### config.mk
export PLATFORM = sky130hd
export DESIGN_NAME = dram_read_streamer
export DESIGN_NICKNAME = d
export VERILOG_FILES = /design/src/rtl/dram_read_streamer_pkg.sv /design/src/rtl/dram_read_streamer_stream_fifo.sv /design/src/rtl/dram_read_streamer.sv
export SDC_FILE = /design/constraint.sdc
export NUM_CORES = 1
export LEC_CHECK = 0
export ABC_AREA = 1
export CAP_MARGIN = 10
export CORE_MARGIN = 10
export CORE_UTILIZATION = 63
export DETAILED_ROUTE_END_ITERATION = 16
export GPL_TIMING_DRIVEN = 0
export PLACE_DENSITY = 0.89
export SLEW_MARGIN = 10
export SYNTH_ARGS = -nofsm -noshare
export SYNTH_HDL_FRONTEND = slang
export SYNTH_SLANG_ARGS = --single-unit
### constraint.sdc
create_clock -name clk -period 4.76 [get_ports clk]
set_input_delay 0.476 -clock clk [delete_from_list [all_inputs] [get_ports clk]]
set_output_delay 0.476 -clock clk [all_outputs]
set_load 0.02 [all_outputs]
### src/rtl/dram_read_streamer_pkg.sv
// Shared widths and state encoding for the DRAM read streamer, the stage that
// feeds the DRAM-to-CRAM swizzle.
package dram_read_streamer_pkg;

  // Data width must track the memory controller data width.
  localparam int MEM_CTRL_DWIDTH    = 40;
  localparam int DRS_DWIDTH         = MEM_CTRL_DWIDTH;
  localparam int DRS_AWIDTH         = 16;
  localparam int DRS_CWIDTH         = 16;
  localparam int DRS_FIFO_DEPTH     = 8;
  localparam int DRS_LOG_FIFO_DEPTH = 3;

  // Command sequencing states.
  typedef enum logic [1:0] {
    ST_IDLE  = 2'd0,
    ST_ISSUE = 2'd1,
    ST_DRAIN = 2'd2
  } drs_state_t;

endpackage

### src/rtl/dram_read_streamer_stream_fifo.sv
// Synchronous response FIFO with a registered read port. A pop loads the head
// entry into dout_o on the clock edge; dout_o holds its value otherwise.
// A push into a full FIFO and a pop from an empty FIFO are both ignored.
module stream_fifo #(
  parameter int WIDTH     = 40,
  parameter int DEPTH     = 8,
  parameter int LOG_DEPTH = 3
) (
  input  logic               clk,
  input  logic               resetn,
  input  logic               push_i,
  input  logic [WIDTH-1:0]   din_i,
  input  logic               pop_i,
  output logic [WIDTH-1:0]   dout_o,
  output logic [LOG_DEPTH:0] count_o,
  output logic               empty_o
);

  localparam logic [LOG_DEPTH:0] FULL_CNT = (LOG_DEPTH + 1)'(DEPTH);

  logic [WIDTH-1:0]     mem_q [DEPTH];
  logic [LOG_DEPTH-1:0] wr_ptr_q, wr_ptr_d;
  logic [LOG_DEPTH-1:0] rd_ptr_q, rd_ptr_d;
  logic [LOG_DEPTH:0]   count_q, count_d;
  logic [WIDTH-1:0]     dout_q, dout_d;
  logic                 do_push;
  logic                 do_pop;

  assign do_push = push_i && (count_q != FULL_CNT);
  assign do_pop  = pop_i && (count_q != '0);

  // Next-state for pointers, occupancy and the registered read data.
  always_comb begin
    wr_ptr_d = wr_ptr_q;
    rd_ptr_d = rd_ptr_q;
    count_d  = count_q;
    dout_d   = dout_q;
    if (do_push) begin
      wr_ptr_d = wr_ptr_q + LOG_DEPTH'(1);
    end
    if (do_pop) begin
      rd_ptr_d = rd_ptr_q + LOG_DEPTH'(1);
      dout_d   = mem_q[rd_ptr_q];
    end
    case ({do_push, do_pop})
      2'b10:   count_d = count_q + (LOG_DEPTH + 1)'(1);
      2'b01:   count_d = count_q - (LOG_DEPTH + 1)'(1);
      default: count_d = count_q;
    endcase
  end

  // Storage array; contents are only read after being written, so no reset.
  always_ff @(posedge clk) begin
    if (do_push) begin
      mem_q[wr_ptr_q] <= din_i;
    end
  end

  // Control registers with synchronous active-low reset.
  always_ff @(posedge clk) begin
    if (!resetn) begin
      wr_ptr_q <= '0;
      rd_ptr_q <= '0;
      count_q  <= '0;
      dout_q   <= '0;
    end else begin
      wr_ptr_q <= wr_ptr_d;
      rd_ptr_q <= rd_ptr_d;
      count_q  <= count_d;
      dout_q   <= dout_d;
    end
  end

  assign dout_o  = dout_q;
  assign count_o = count_q;
  assign empty_o = (count_q == '0);

endmodule

### src/rtl/dram_read_streamer.sv
// DRAM read streamer: issues a run of single-word reads, buffers responses in
// a small FIFO and streams them to the swizzle without backpressure.
//
// Request handshake: rd_req_valid/rd_req_addr are held stable once raised
// until the cycle where rd_req_valid & rd_req_ready, which is the transfer.
// Responses (rd_resp_valid) and output words (data_valid) are push-only
// strobes with no ready: the issue side only requests what the FIFO is
// guaranteed to hold (credits = depth - occupancy - outstanding).
module dram_read_streamer
  import dram_read_streamer_pkg::*;
#(
  parameter int DWIDTH         = DRS_DWIDTH,
  parameter int AWIDTH         = DRS_AWIDTH,
  parameter int CWIDTH         = DRS_CWIDTH,
  parameter int FIFO_DEPTH     = DRS_FIFO_DEPTH,
  parameter int LOG_FIFO_DEPTH = DRS_LOG_FIFO_DEPTH
) (
  input  logic              clk,
  input  logic              resetn,
  input  logic              start,
  input  logic [AWIDTH-1:0] base_addr,
  input  logic [CWIDTH-1:0] num_words,
  output logic              rd_req_valid,
  input  logic              rd_req_ready,
  output logic [AWIDTH-1:0] rd_req_addr,
  input  logic              rd_resp_valid,
  input  logic [DWIDTH-1:0] rd_resp_data,
  output logic [DWIDTH-1:0] data_out,
  output logic              data_valid,
  output logic              busy,
  output logic              done,
  output logic              err
);

  localparam int CNTW = LOG_FIFO_DEPTH + 1;
  localparam logic [CNTW-1:0] DEPTH_CNT = CNTW'(FIFO_DEPTH);

  drs_state_t        state_q, state_d;
  logic [AWIDTH-1:0] addr_q, addr_d;
  logic [CWIDTH-1:0] req_left_q, req_left_d;
  logic [CWIDTH-1:0] deliver_left_q, deliver_left_d;
  logic [CNTW-1:0]   outstanding_q, outstanding_d;
  logic              err_q, err_d;
  logic              done_q, done_d;
  logic              fin_q, fin_d;
  logic              data_valid_q, data_valid_d;

  logic [CNTW-1:0]   fifo_count;
  logic [CNTW-1:0]   credits;
  logic              fifo_empty;
  logic              req_fire;
  logic              resp_push;
  logic              resp_stray;
  logic              pop;

  // Credits only shrink on an issue, so a raised request never loses its slot.
  assign credits      = DEPTH_CNT - fifo_count - outstanding_q;
  assign rd_req_valid = (state_q == ST_ISSUE) && (req_left_q != '0) && (credits != '0);
  assign req_fire     = rd_req_valid && rd_req_ready;
  assign resp_push    = rd_resp_valid && (outstanding_q != '0);
  assign resp_stray   = rd_resp_valid && (outstanding_q == '0);
  assign pop          = !fifo_empty;

  stream_fifo #(
    .WIDTH    (DWIDTH),
    .DEPTH    (FIFO_DEPTH),
    .LOG_DEPTH(LOG_FIFO_DEPTH)
  ) u_fifo (
    .clk    (clk),
    .resetn (resetn),
    .push_i (resp_push),
    .din_i  (rd_resp_data),
    .pop_i  (pop),
    .dout_o (data_out),
    .count_o(fifo_count),
    .empty_o(fifo_empty)
  );

  // FSM next-state plus counter, credit and status updates.
  always_comb begin
    state_d        = state_q;
    addr_d         = addr_q;
    req_left_d     = req_left_q;
    deliver_left_d = deliver_left_q;
    outstanding_d  = outstanding_q;
    err_d          = err_q | resp_stray;
    done_d         = fin_q;
    fin_d          = 1'b0;
    data_valid_d   = pop;

    case ({req_fire, resp_push})
      2'b10:   outstanding_d = outstanding_q + CNTW'(1);
      2'b01:   outstanding_d = outstanding_q - CNTW'(1);
      default: outstanding_d = outstanding_q;
    endcase

    if (pop) begin
      deliver_left_d = deliver_left_q - CWIDTH'(1);
    end

    unique case (state_q)
      ST_IDLE: begin
        if (start) begin
          if (num_words != '0) begin
            state_d        = ST_ISSUE;
            addr_d         = base_addr;
            req_left_d     = num_words;
            deliver_left_d = num_words;
          end else begin
            done_d = 1'b1;
          end
        end
      end
      ST_ISSUE: begin
        if (req_fire) begin
          addr_d     = addr_q + AWIDTH'(1);
          req_left_d = req_left_q - CWIDTH'(1);
          if (req_left_q == CWIDTH'(1)) begin
            state_d = ST_DRAIN;
          end
        end
      end
      ST_DRAIN: begin
        // The pop of the final word ends the command; done follows the
        // resulting data_valid by one cycle via fin_q.
        if (pop && (deliver_left_q == CWIDTH'(1))) begin
          state_d = ST_IDLE;
          fin_d   = 1'b1;
        end
      end
      default: state_d = ST_IDLE;
    endcase
  end

  // State and datapath registers with synchronous active-low reset.
  always_ff @(posedge clk) begin
    if (!resetn) begin
      state_q        <= ST_IDLE;
      addr_q         <= '0;
      req_left_q     <= '0;
      deliver_left_q <= '0;
      outstanding_q  <= '0;
      err_q          <= 1'b0;
      done_q         <= 1'b0;
      fin_q          <= 1'b0;
      data_valid_q   <= 1'b0;
    end else begin
      state_q        <= state_d;
      addr_q         <= addr_d;
      req_left_q     <= req_left_d;
      deliver_left_q <= deliver_left_d;
      outstanding_q  <= outstanding_d;
      err_q          <= err_d;
      done_q         <= done_d;
      fin_q          <= fin_d;
      data_valid_q   <= data_valid_d;
    end
  end

  assign rd_req_addr = addr_q;
  assign data_valid  = data_valid_q;
  assign busy        = (state_q != ST_IDLE) || fin_q;
  assign done        = done_q;
  assign err         = err_q;

endmodule

==> results_dict.tcl <==
set metrics [dict create \
    outcome "complete, no violations" \
    cp-startpoint "u_fifo.count_o[0]" \
    drv_cap 0 \
    synthesis.area_mm2 0.0183 \
    nets 1992 \
    drt_iter0_drc 2120 \
    synth_fa_ha_area_share_pct 1.49 \
    worstRegToRegCells 20 \
    die-area_mm2 0.0363 \
    holdPathStages 2 \
    wire_per_inst_um 22.9 \
    dp_cells 2234 \
    power_per_cell_area_mw_per_mm2 590 \
    p_leak_nw 8.23 \
    synth_top_area_share_pct 52.5 \
    cp-end-kind "output pin" \
    syn_inst 1699 \
    post-route-util_pct 76.7 \
    post_cts_buffers 0 \
    fin_crit_sh_pct 74.5 \
    yosys-top-cells-count "320 x edfxtp_1, 237 x o21ai_0, 198 x nand2_1" \
    cts_tree "yes" \
    grt_overflow 0 \
    synthSimpleGateAreaFrac_pct 10.6 \
    avgSynthCellArea_um2 10.8 \
    ys_seq_area_share_pct 64.3 \
    yosys.cell_types.count 42 \
    dpl.hpwl_um 34600 \
    cts-buffers-inserted 43 \
    synth.area.top_cells "edfxtp_1 53%, dfxtp_1 12%, o21ai_0 6.5%, mux2i_1 4.4%, nand2_1 4.1%" \
    cp_data_arrival_time_ns 3.07 \
    reg2reg_slack_ns 1.44 \
    route.detailed.drc 0 \
    rsz0062_at_grt "no" \
    yosysMostFrequentCell "edfxtp_1" \
    dr_total_vias 14300 \
    path_max_fanout 4 \
    first_global_vias 14300 \
    tightest_slew_ns 0.889 \
    viasPerCell 6.17 \
    ctsHoldBuffers 0 \
    cp_slowest_cell "clkdlybuf4s50_1" \
    first_pass_iters 5 \
    required_ns 4.28 \
    port_buffers 137 \
    place_area_mm2 0.0206 \
    ys_seq_elements 428 \
    synth.net_count 1796 \
    final.min_clock_period_ns 3.55 \
    wirelength_um 53200 \
    start_util_pct 63.7 \
    coreArea_mm2 0.0287 \
    gp_congestion 0.894 \
    ctsResizeCount 0 \
    synth_edf_count 320 \
    report.power.total_mw 13.0 \
    ys.flop_type "edfxtp_1" \
    synth_top_cell_by_area "edfxtp_1" \
    grt_max_degree 24 \
    yosysWarnings 0 \
    grtUsageTotal_pct 28.4 \
    synth_top_family_by_area "compound AO/OA/AOI/OAI gates" \
    clock_path_buffers 3 \
    grt_pass1_wl_um 80300 \
    ant_nets 0 \
    design_area_mm2 0.0220 \
    synthMuxAreaShare_pct 4.38 \
    drive_above_1_share_pct 7.25 \
    die_width_um 190 \
    hp-class "reg2reg" \
    peakVddDrop_mv 0.487 \
    antenna_found_initial 4 \
    num_rows 62 \
    postSynth.asyncResetShare_pct 0 \
    timing.rr.start "u_fifo.count_o[0]" \
    min-delay-start "fin_q" \
    slew_viol_final 0 \
    io_pins 138 \
    synth_compound_area_share_pct 12.2 \
    setup_viol 0 \
    finalHoldViolCount 0 \
    fmax_ghz 0.282 \
    die_h_um 190 \
    root_buffer "clkbuf_16" \
    cts.sinks 428 \
    clk_pin_slew_ns 0.06 \
    criticalPathCategory "reg2out" \
    num-fill-cells 1723 \
    start_kind "flop" \
    cts-htree-levels 2 \
    path_common_cell "nand2_1" \
    finalClockSkew_ns 0.0250 \
    path_cells "inv_1 -> ha_1 -> ha_1 -> fa_1 -> inv_1 -> nand2_1 -> nand2_1 -> inv_1 -> nand2_1 -> nand2_1 -> nand2_1 -> and2_1 -> clkdlybuf4s50_1" \
    max_slew_margin_pct 40.6 \
    slowest_delay_ns 0.61 \
    synth_xor_area_share_pct 0.957 \
    clock_latency_ns 0.56 \
    stdcell_count 2318 \
    syn2layout_area_growth_pct 20.3 \
]
## worst max-delay path, delay by kind of cell (launching register included)
kind	cells	cell delay, ns
adders and majority gates	3	0.87
buffers and inverters	4	0.84
DFF	1	0.36
and+or+nand+nor	6	0.45
## through the flow
step           worst slack (ns)  setup TNS (ns)  hold WS [ns]
2_1_floorplan              1.70               0         0.436
3_3_place_gp             -0.396          -89.40         0.451
3_5_place_dp               1.50               0         0.449
4_1_cts                    1.20               0         0.460
5_1_grt                    1.06               0         0.481
6_report                   1.21               0         0.460
## power by group
group / internal, mW / switching (mW)
registers: 4.54 / 0.318
logic: 1.62 / 3.09
clock network: 1.95 / 1.46
## final cells by class
| class | count | area [um^2] | area share, % |
|---|---|---|---|
| timing repair buffer | 151 | 1740 | 7.91 |
| multi-input combinational | 995 | 5480 | 24.9 |
| sequential | 428 | 11800 | 53.5 |
| inverter | 188 | 706 | 3.21 |
| clock buffer | 56 | 1190 | 5.43 |
| buffer | 88 | 395 | 1.80 |
| clock inverter | 24 | 230 | 1.05 |
| antenna | 4 | 10.0 | 0.0455 |
| tap | 384 | 480 | 2.18 |
## metal layers
metal | GRT usage, % | wire length (um) | share of wire, %
met4 | 12.8 | 2160 | 4.1
met3 | 5.23 | 5260 | 9.9
met5 | 0 | 9 | 0.017
met1 | 35.0 | 19800 | 37
met2 | 48.0 | 25900 | 49
## cell usage in the layout, fill, tap and decap left out, types with 17 or more instances in the layout
cell,Yosys,layout
ha_1,17,17
edfxtp_1,320,320
buf_2,19,19
o21ai_0,237,237
clkdlybuf4s50_1,0,137
inv_1,176,176
clkbuf_16,0,43
nor2_1,128,120
o211ai_1,41,41
nand2_1,198,198
dfxtp_1,108,108
mux2i_1,80,80
nand3_1,77,77
clkbuf_1,54,60
a21oi_1,126,126
nand4_1,23,23
## flip-flops by register name (all words and copies together), names as in the netlist, 2 cells and up
signal           count
rd_req_addr         16
deliver_left_q      16
u_fifo.wr_ptr_q      3
outstanding_q        4
req_left_q          16
u_fifo.count_o       4
u_fifo.dout_o       40
u_fifo.mem_q       320
u_fifo.rd_ptr_q      3
state_q              2
## path summary, 6_finish.rpt
kind,end
worst min-delay path,done
worst min register to register,done
worst max register to register,outstanding_q[3]
worst max-delay path,rd_req_valid
## cell families (layout without fill, tap and decap cells)
group                    count (synthesis)  count (layout)
other                                    0               4
AO/OA/AOI/OAI                          422             422
adder cells (fa/ha/maj)                 20              20
flip-flops                             428             428
multiplexers                            80              80
buffers and inverters                  276             507
XOR/XNOR                                20              20
AND/OR/NAND/NOR                        453             453
Note: power is estimated with default switching activity, not from simulation.
